**config.mk**
```make
export PLATFORM = sky130hd
export DESIGN_NAME = conv_frame_streamer_flat
export DESIGN_NICKNAME = d
export VERILOG_FILES = /design/src/rtl/conv_frame_streamer_if.sv /design/src/rtl/conv_frame_streamer.sv /design/src/flat_wrapper.sv
export SDC_FILE = /design/constraint.sdc
export NUM_CORES = 1
export LEC_CHECK = 0
export ABC_CLOCK_PERIOD_IN_PS = 2100
export CAP_MARGIN = 0
export CORE_UTILIZATION = 59
export CTS_BUF_LIST = sky130_fd_sc_hd__clkbuf_4
export CTS_CLUSTER_DIAMETER = 40
export DETAILED_ROUTE_END_ITERATION = 6
export DONT_BUFFER_PORTS = 1
export PLACE_DENSITY = 0.85
export SYNTH_ARGS = -nofsm -noshare
export SYNTH_HDL_FRONTEND = slang
export SYNTH_SLANG_ARGS = --single-unit
```
**constraint.sdc**
```tcl
create_clock -name clk -period 2.1 [get_ports clk]
set_input_delay 0.42 -clock clk [delete_from_list [all_inputs] [get_ports clk]]
set_output_delay 0.42 -clock clk [all_outputs]
set_load 0.005 [all_outputs]
```
**src/rtl/conv_frame_streamer_if.sv**
```systemverilog
// conv_frame_streamer_if
//   Bundles the BRAM read port and the pixel/arm/status link to the conv block
//   so they travel as one port on conv_frame_streamer.
//   master : the frame streamer (drives BRAM address/enable, pixels, arm pulse)
//   slave  : the BRAM + conv block side (returns read data and running flag)
// Signals
//   mem_en_o       BRAM read enable
//   mem_addr_o     BRAM read address
//   mem_data_i     BRAM read data, one cycle after mem_en_o
//   conv_ena_o     one-cycle arm pulse to the conv block
//   pix_o          pixel to the conv block
//   pix_valid_o    pix_o qualifier
//   conv_running_i conv block busy flag
interface conv_frame_streamer_if #(
  parameter int DATA_WIDTH = 16,
  parameter int ADDR_WIDTH = 14
);
  logic                  mem_en_o;
  logic [ADDR_WIDTH-1:0] mem_addr_o;
  logic [DATA_WIDTH-1:0] mem_data_i;
  logic                  conv_ena_o;
  logic [DATA_WIDTH-1:0] pix_o;
  logic                  pix_valid_o;
  logic                  conv_running_i;

  modport master (
    output mem_en_o, mem_addr_o, conv_ena_o, pix_o, pix_valid_o,
    input  mem_data_i, conv_running_i
  );

  modport slave (
    input  mem_en_o, mem_addr_o, conv_ena_o, pix_o, pix_valid_o,
    output mem_data_i, conv_running_i
  );
endinterface

```
**src/rtl/conv_frame_streamer.sv**
```systemverilog
// conv_frame_streamer
//   Source side of the convolutor pixel stream. On start it arms the conv block
//   with a one-cycle pulse, reads an N x N frame row-major from a synchronous
//   BRAM, forwards each pixel with a valid qualifier, waits for the conv block
//   to go idle and then pulses done_o.
// Ports
//   clk, rst      clock, synchronous active-high reset
//   start_i       start one frame (only honoured in IDLE)
//   base_addr_i   BRAM address of pixel 0, latched on an accepted start
//   stall_i       1 = issue no new BRAM read this cycle
//   busy_o        1 whenever the FSM is not IDLE
//   done_o        one-cycle pulse when the frame has been fully processed
//   bus           BRAM read port + conv block link (master side)
module conv_frame_streamer #(
  parameter int N          = 4,
  parameter int DATA_WIDTH = 16,
  parameter int ADDR_WIDTH = 14
) (
  input  logic                  clk,
  input  logic                  rst,
  input  logic                  start_i,
  input  logic [ADDR_WIDTH-1:0] base_addr_i,
  input  logic                  stall_i,
  output logic                  busy_o,
  output logic                  done_o,
  conv_frame_streamer_if.master bus
);

  localparam int PIX   = N * N;
  localparam int IDX_W = $clog2(PIX + 1);
  localparam logic [IDX_W-1:0] LAST_IDX = IDX_W'(PIX - 1);

  typedef enum logic [2:0] {
    S_IDLE,
    S_ARM,
    S_STREAM,
    S_DRAIN,
    S_WAITC,
    S_DONE
  } state_t;

  state_t                state_reg;
  logic [IDX_W-1:0]      idx_reg;
  logic [ADDR_WIDTH-1:0] base_reg;
  logic                  rd_pend_reg;     // a read was issued last cycle
  logic [DATA_WIDTH-1:0] pix_reg;
  logic                  pix_valid_reg;
  logic                  conv_ena_reg;
  logic                  busy_reg;
  logic                  done_reg;
  logic                  waitc_armed_reg; // first WAITC cycle has passed

  // The read issue must react to stall_i in the same cycle, so enable and
  // address are decoded from registered state rather than registered again.
  logic rd_issue;
  assign rd_issue = (state_reg == S_STREAM) && !stall_i;

  assign bus.mem_en_o    = rd_issue;
  assign bus.mem_addr_o  = rd_issue ? (base_reg + ADDR_WIDTH'(idx_reg)) : '0;
  assign bus.conv_ena_o  = conv_ena_reg;
  assign bus.pix_o       = pix_reg;
  assign bus.pix_valid_o = pix_valid_reg;
  assign busy_o          = busy_reg;
  assign done_o          = done_reg;

  always_ff @(posedge clk) begin
    if (rst) begin
      state_reg       <= S_IDLE;
      idx_reg         <= '0;
      base_reg        <= '0;
      rd_pend_reg     <= 1'b0;
      pix_reg         <= '0;
      pix_valid_reg   <= 1'b0;
      conv_ena_reg    <= 1'b0;
      busy_reg        <= 1'b0;
      done_reg        <= 1'b0;
      waitc_armed_reg <= 1'b0;
    end else begin
      conv_ena_reg <= 1'b0;
      done_reg     <= 1'b0;

      // Two-stage read pipe: issue -> BRAM data -> registered pixel.
      // In-flight reads always complete regardless of FSM state.
      rd_pend_reg   <= rd_issue;
      pix_valid_reg <= rd_pend_reg;
      if (rd_pend_reg) begin
        pix_reg <= bus.mem_data_i;
      end

      case (state_reg)
        S_IDLE: begin
          if (start_i) begin
            base_reg     <= base_addr_i;
            idx_reg      <= '0;
            conv_ena_reg <= 1'b1;
            busy_reg     <= 1'b1;
            state_reg    <= S_ARM;
          end
        end
        S_ARM: begin
          state_reg <= S_STREAM;
        end
        S_STREAM: begin
          if (rd_issue) begin
            idx_reg <= idx_reg + 1'b1;
            if (idx_reg == LAST_IDX) begin
              state_reg <= S_DRAIN;
            end
          end
        end
        S_DRAIN: begin
          // No reads are issued here, so the pipe is empty once the last
          // pixel is on the output and nothing is still pending behind it.
          if (pix_valid_reg && !rd_pend_reg) begin
            waitc_armed_reg <= 1'b0;
            state_reg       <= S_WAITC;
          end
        end
        S_WAITC: begin
          // Skip the entry cycle so the conv block's registered running
          // flag reflects the final pixel before we trust it.
          waitc_armed_reg <= 1'b1;
          if (waitc_armed_reg && !bus.conv_running_i) begin
            done_reg  <= 1'b1;
            state_reg <= S_DONE;
          end
        end
        S_DONE: begin
          busy_reg  <= 1'b0;
          state_reg <= S_IDLE;
        end
        default: begin
          busy_reg  <= 1'b0;
          state_reg <= S_IDLE;
        end
      endcase
    end
  end

endmodule

```
**src/flat_wrapper.sv**
```systemverilog
// flat-port wrapper written by rule: the top's interface ports become plain ports
module conv_frame_streamer_flat 
#(
  parameter int N          = 4,
  parameter int DATA_WIDTH = 16,
  parameter int ADDR_WIDTH = 14
)
  (clk, rst, start_i, base_addr_i, stall_i, busy_o, done_o, bus_mem_en_o, bus_mem_addr_o, bus_conv_ena_o, bus_pix_o, bus_pix_valid_o, bus_mem_data_i, bus_conv_running_i);
  conv_frame_streamer_if #(.DATA_WIDTH(DATA_WIDTH), .ADDR_WIDTH(ADDR_WIDTH)) bus_i ();
  input  logic clk;
  input  logic rst;
  input  logic start_i;
  input  logic [ADDR_WIDTH-1:0] base_addr_i;
  input  logic stall_i;
  output logic busy_o;
  output logic done_o;
  output wire logic [$bits(bus_i.mem_en_o)-1:0] bus_mem_en_o;
  output wire logic [$bits(bus_i.mem_addr_o)-1:0] bus_mem_addr_o;
  output wire logic [$bits(bus_i.conv_ena_o)-1:0] bus_conv_ena_o;
  output wire logic [$bits(bus_i.pix_o)-1:0] bus_pix_o;
  output wire logic [$bits(bus_i.pix_valid_o)-1:0] bus_pix_valid_o;
  input wire logic [$bits(bus_i.mem_data_i)-1:0] bus_mem_data_i;
  input wire logic [$bits(bus_i.conv_running_i)-1:0] bus_conv_running_i;
  assign bus_mem_en_o = bus_i.mem_en_o;
  assign bus_mem_addr_o = bus_i.mem_addr_o;
  assign bus_conv_ena_o = bus_i.conv_ena_o;
  assign bus_pix_o = bus_i.pix_o;
  assign bus_pix_valid_o = bus_i.pix_valid_o;
  assign bus_i.mem_data_i = bus_mem_data_i;
  assign bus_i.conv_running_i = bus_conv_running_i;
  conv_frame_streamer #(.N(N), .DATA_WIDTH(DATA_WIDTH), .ADDR_WIDTH(ADDR_WIDTH)) u_core (.clk(clk), .rst(rst), .start_i(start_i), .base_addr_i(base_addr_i), .stall_i(stall_i), .busy_o(busy_o), .done_o(done_o), .bus(bus_i));
endmodule
```
==> results.ini, run 1 <==
[synthesis]
synthArstFlopShare_pct = 0
synth-seq-area-share_pct = 41.2
synth_top_area_cell = dfxtp_1
synth-edff-count = 0
yosysWarnings = 0
synthFlopType = dfxtp_1
ys_types = 45
yosysMostFrequentCell = dfxtp_1
ys_top_cells_by_count = dfxtp_1, nand2_1, nor2_1
syn_avg_cell_area_um2 = 8.45
yosys.area.top_type_share_pct = 41.2
ys_top_cells_by_area = dfxtp_1, mux2i_1, nand2_1
netlist_area_mm2 = 0.00214
syn_inst = 253
ys_seq_elements = 44
synth_fp_nets = 296

[global_route]
grt_pass1_vias = 1928
overflow = 0
antenna_found_initial = 0
track_usage_pct = 28.3
grt_max_degree = 45
grt_pass1_wl_mm = 8.76

[setup_path]
path_cells = ha_4 -> inv_2 -> fa_2 -> nor2b_4 -> o31ai_4 -> a211oi_2 -> mux2i_1
path_max_fanout = 5
endpoint_kind = output port
path_delay_family = adder cells
cp_num_buf_inv = 1
r2r_start = u_core.idx_reg[1]
path_class = register to output port
cp-start-kind = register
reg2regPathDepth = 8
worst_ep_arrival_time_ns = 2.08
cpMaxStageDelayCell = dfxtp_2
crit_cells = 7
critical_path.max_stage_delay_ns = 0.38
crit_start = u_core.idx_reg[0]
worstPathRequired_ns = 1.68

[floorplanning]
die_h_um = 62.2
floorplan.initialDensity_pct = 62.6
rows = 21
core_mm2 = 0.00342
ioPinCount = 70
die_area_mm2 = 0.00387
die_w_um = 62.2

[sta]
hold_violations = 0
fin_crit_sh_pct = 119
setup_slack_ns = -0.396
finalSetupTns_ns = -2.60
rsz0062_at_grt = yes
relSlewSlack_pct = 76.6
final-max-slew-violation-count = 0
fin_skew_ns = 0.00458
setup_violations = 12
fmax_mhz = 401
whs_ns = 0.137
fin_crit_ns = 2.50
tightest_slew_ns = 0.351

[placement]
pre_cts_slack_ns = -0.0959
portBuffers = 0
gp_congestion = 0.826
hpwl_mm = 3.19

[pwr]
leakage_nw = 0.915
power_density_mw_per_mm2 = 584
ir_worst_vdd_v = 0.000471

[cts]
clock_sink_count = 44
cts_root_buf = clkbuf_4
hold_buffers = 0
clock_latency_ns = 0.34
path_clk_slew_ns = 0.12
cts_buffer_depth = 2
cts_made_buffers = 5
tritoncts = built
cts_max_level = 2

[final_layout]
nets = 316
largest_reg_flops = 16
area_delta_synth_final_pct = 23.2
drive_gt1_share_pct = 27.4
fillers = 229
diodes = 0

[route]
drc = 0
routed-wl-met2_mm = 2.70
met1_length_mm = 2.32
totalWireLength_mm = 5.59
dr.pass1.iters = 4
via_per_inst = 6.07
antenna_left = 0
top_layer_used = met4
drt_iter0_drc = 233
dr_wl_met3_um = 369
wl_per_cell_um = 17.5
vias = 1941

[hold_path]
hold_depth = 1
hold_path_class = input port to register
min-delay-start = rst

[status]
failed_checks = negative setup slack
outcome = finished with violations

[run]
max_cap_viol_count = 0

-- per-stage QoR --
stage	utilization, %	instances	total power [mW]	area (µm²)
6_report	77.1	320	1.54	2630
5_1_grt	77.1	320	1.62	2630
4_1_cts	75.1	317	1.53	2570
3_5_place_dp	66.4	303	1.11	2270
3_3_place_gp	66.4	303	1.11	2270
2_1_floorplan	-	253	1.07	2150
-- where the power goes --
group | internal, mW | switching, mW
combinational | 0.0990 | 0.127
clock | 0.155 | 0.246
sequential | 0.873 | 0.0386
-- final timing paths --
| path | endpoint | slack (ns) |
|---|---|---|
| worst max-delay path | bus_mem_addr_o[12] | -0.40 |
| worst min-delay path | u_core.bus.pix_valid_o | 0.14 |
| worst max register to register | u_core.state_reg[0] | 0.50 |
| worst min register to register | u_core.base_reg[1] | 0.49 |
-- per-layer routing --
layer | GRT usage, % | up-vias
met1 | 32.8 | 897
met3 | 6.62 | 23
li1 | - | 918
met2 | 48.9 | 103
met5 | 0 | -
met4 | 13.4 | 0
-- what timing repair did --
item / CTS / global route
resized for setup: 44 / 13
setup buffers: 6 / 8
setup endpoints to repair: 10 / 12
pin swaps: 15 / 19
-- logic make-up after synthesis --
| group | synth area share [%] |
|---|---|
| simple gates | 24.8 |
| flops | 41.2 |
| compound gates | 14.3 |
| buf+inv | 4.51 |
| xor+xnor | 0.819 |
| fa+ha+maj | 5.03 |
| mux | 9.36 |
-- final cells by class --
type / instances / area [µm²] / area share, %
inverter: 7 / 33.8 / 1.28
tap: 46 / 57.6 / 2.19
clock buffer: 7 / 52.6 / 2.00
multi-input combinational: 188 / 1360 / 51.6
timing repair buffer: 27 / 225 / 8.55
clock inverter: 1 / 3.75 / 0.143
sequential: 44 / 902 / 34.3
-- cell usage in the layout (no fill, tap or decap), types with 2 or more instances in the layout --
cell      Yosys  layout
a22o_1        2       2
nor2b_1       6       5
o31ai_1       3       2
ha_4          0       5
nand3_1       7       4
nand2b_1      6       6
buf_4         1      21
nand3_4       0       2
a21oi_2       1       5
a21oi_1      25      20
nor4b_1       2       2
nand2_1      40      40
dfxtp_1      44      33
clkbuf_4      0       7
or4b_1        2       2
buf_6         1       6
inv_1         6       5
nor2_1       32      32
o21ai_0       4       3
a211oi_2      0       3
and2_1        2       2
ha_1          7       2
mux2i_1      20      20
nor3_1        3       2
dfxtp_2       0       8
dfxtp_4       0       3
(Power assumes the default switching activity.)
==> run 2, diff against run 1 <==
CELL_PAD_IN_SITES_DETAIL_PLACEMENT = 1   (was unset)
CELL_PAD_IN_SITES_GLOBAL_PLACEMENT = 2   (was unset)
CORE_UTILIZATION = 33   (was 59)
PLACE_DENSITY = 0.83   (was 0.85)
==> results.ini, run 2 (synthesis gave the netlist of run 1 again) <==
[cts]
cts_made_buffers = 5
clock_sink_count = 44
tritoncts = built
cts_root_buf = clkbuf_4
cts_buffer_depth = 2
cts_max_level = 2
path_clk_slew_ns = 0.13
clock_latency_ns = 0.35

[placement]
portBuffers = 0
gp_congestion = 0.740
hpwl_mm = 3.93
place_area_mm2 = 0.00233

[floorplanning]
die_w_um = 82.5
core_mm2 = 0.00610
die_area_mm2 = 0.00681
floorplan.initialDensity_pct = 35.1
rows = 28
ioPinCount = 70
die_h_um = 82.5

[route]
dr.pass1.iters = 4
via_per_inst = 5.35
vias = 1866
totalWireLength_mm = 5.69
drt_iter0_drc = 24
antenna_left = 0
drc = 0
wl_per_cell_um = 16.3

[status]
outcome = finished with violations
failed_checks = negative setup slack

[final_layout]
diodes = 0
area_delta_synth_final_pct = 23.1
fillers = 732
mostFrequentLayoutCell = nand2_1
drive_gt1_share_pct = 28.1
final_cell_mix = nand2_1, dfxtp_1, nor2_1
largest_reg_flops = 16
nets = 316
final_cell_area_mm2 = 0.00263

[pwr]
leakage_nw = 0.907
ir_worst_vdd_v = 0.000294
power_density_mw_per_mm2 = 577

[sta]
relSlewSlack_pct = 74.9
rsz0062_at_grt = yes
setup_violations = 10
hold_violations = 0
fin_crit_ns = 2.42
finalSetupTns_ns = -2.44
whs_ns = 0.115
final-max-slew-violation-count = 0
setup_slack_ns = -0.321
fin_skew_ns = 0.00625
tightest_slew_ns = 0.376
fmax_mhz = 413
fin_crit_sh_pct = 115

[global_route]
track_usage_pct = 17.6
overflow = 0
busiest_layer = met2
grt_pass1_wl_mm = 9.04
antenna_found_initial = 0
use_met3_pct = 6.15
grt_util_met1_pct = 17.6
grt_max_degree = 45
grtUsageMet2_pct = 33.7
grt_pass1_vias = 1977

[setup_path]
path_max_fanout = 3
worstPathRequired_ns = 1.68
worst_ep_arrival_time_ns = 2.00
endpoint_kind = output port
r2r_setup_slack_ns = 0.35
cpMaxStageDelayCell = or4_4
critical_path.max_stage_delay_ns = 0.42
path_class = register to output port
path_cells = ha_4 -> nand3_2 -> o2111a_2 -> or4_4 -> a21oi_2
cp-start-kind = register

[run]
max_cap_viol_count = 0

[hold_path]
hold_path_class = input port to register

==> run 2: per-layer routing <==
layer | vias to the layer above | share of wire, %
met5 | - | 0
li1 | 911 | -
met2 | 63 | 49
met1 | 885 | 42
met4 | 0 | 1.4
met3 | 7 | 8.3
==> run 2: final cells by class <==
cell class	count	area [µm²]	share of cell area [%]
Multi-Input combinational cell	188	1340	51.0
Sequential cell	44	896	34.0
Timing Repair Buffer	27	218	8.27
Tap cell	75	93.8	3.56
Clock buffer	5	37.5	1.43
Inverter	7	32.5	1.24
Clock inverter	3	13.8	0.523
==> run 2: critical path, delay by kind of cell, from the launching register on <==
family                   cells  cell delay (ns)
AND/OR/NAND/NOR              2             0.50
AO/OA/AOI/OAI                2             0.48
flip-flops                   1             0.39
adder cells (fa/ha/maj)      1             0.29
==> run 2: what timing repair did <==
item | CTS | global route
setup endpoints to repair | 11 | 12
pin swaps | 14 | 12
buffers inserted | 5 | 2
resized for setup | 40 | 10
hold buffers | 0 | 0
endpoints found under the hold margin | 0 | 0
==> run 2: report_power, final <==
part           internal [mW]  switching, mW  total [mW]
clock                  0.123          0.273       0.396
sequential             0.875         0.0389       0.914
combinational         0.0946          0.114       0.209
total                   1.09          0.426        1.52
==> run 2: path summary, 6_finish.rpt <==
| check | startpoint | to | cells past startpoint |
|---|---|---|---|
| worst min-delay path | rst | u_core.base_reg[3] | 1 |
| worst min register to register | u_core.base_reg[4] | u_core.base_reg[4] | 2 |
| worst max-delay path | u_core.idx_reg[3] | bus_mem_addr_o[9] | 5 |
| worst max register to register | u_core.state_reg[2] | u_core.idx_reg[3] | 5 |
==> run 2: through the flow <==
stage | util [%] | total power, mW | cells | worst slack, ns
finish | 43.2 | 1.52 | 349 | -0.321
global route | 43.2 | 1.60 | 349 | -0.459
CTS | 42.6 | 1.53 | 348 | -0.365
detailed placement | 38.2 | 1.12 | 335 | -0.103
global placement | 38.2 | 1.11 | 335 | -0.0232
floorplan | - | 1.07 | 253 | -0.0407
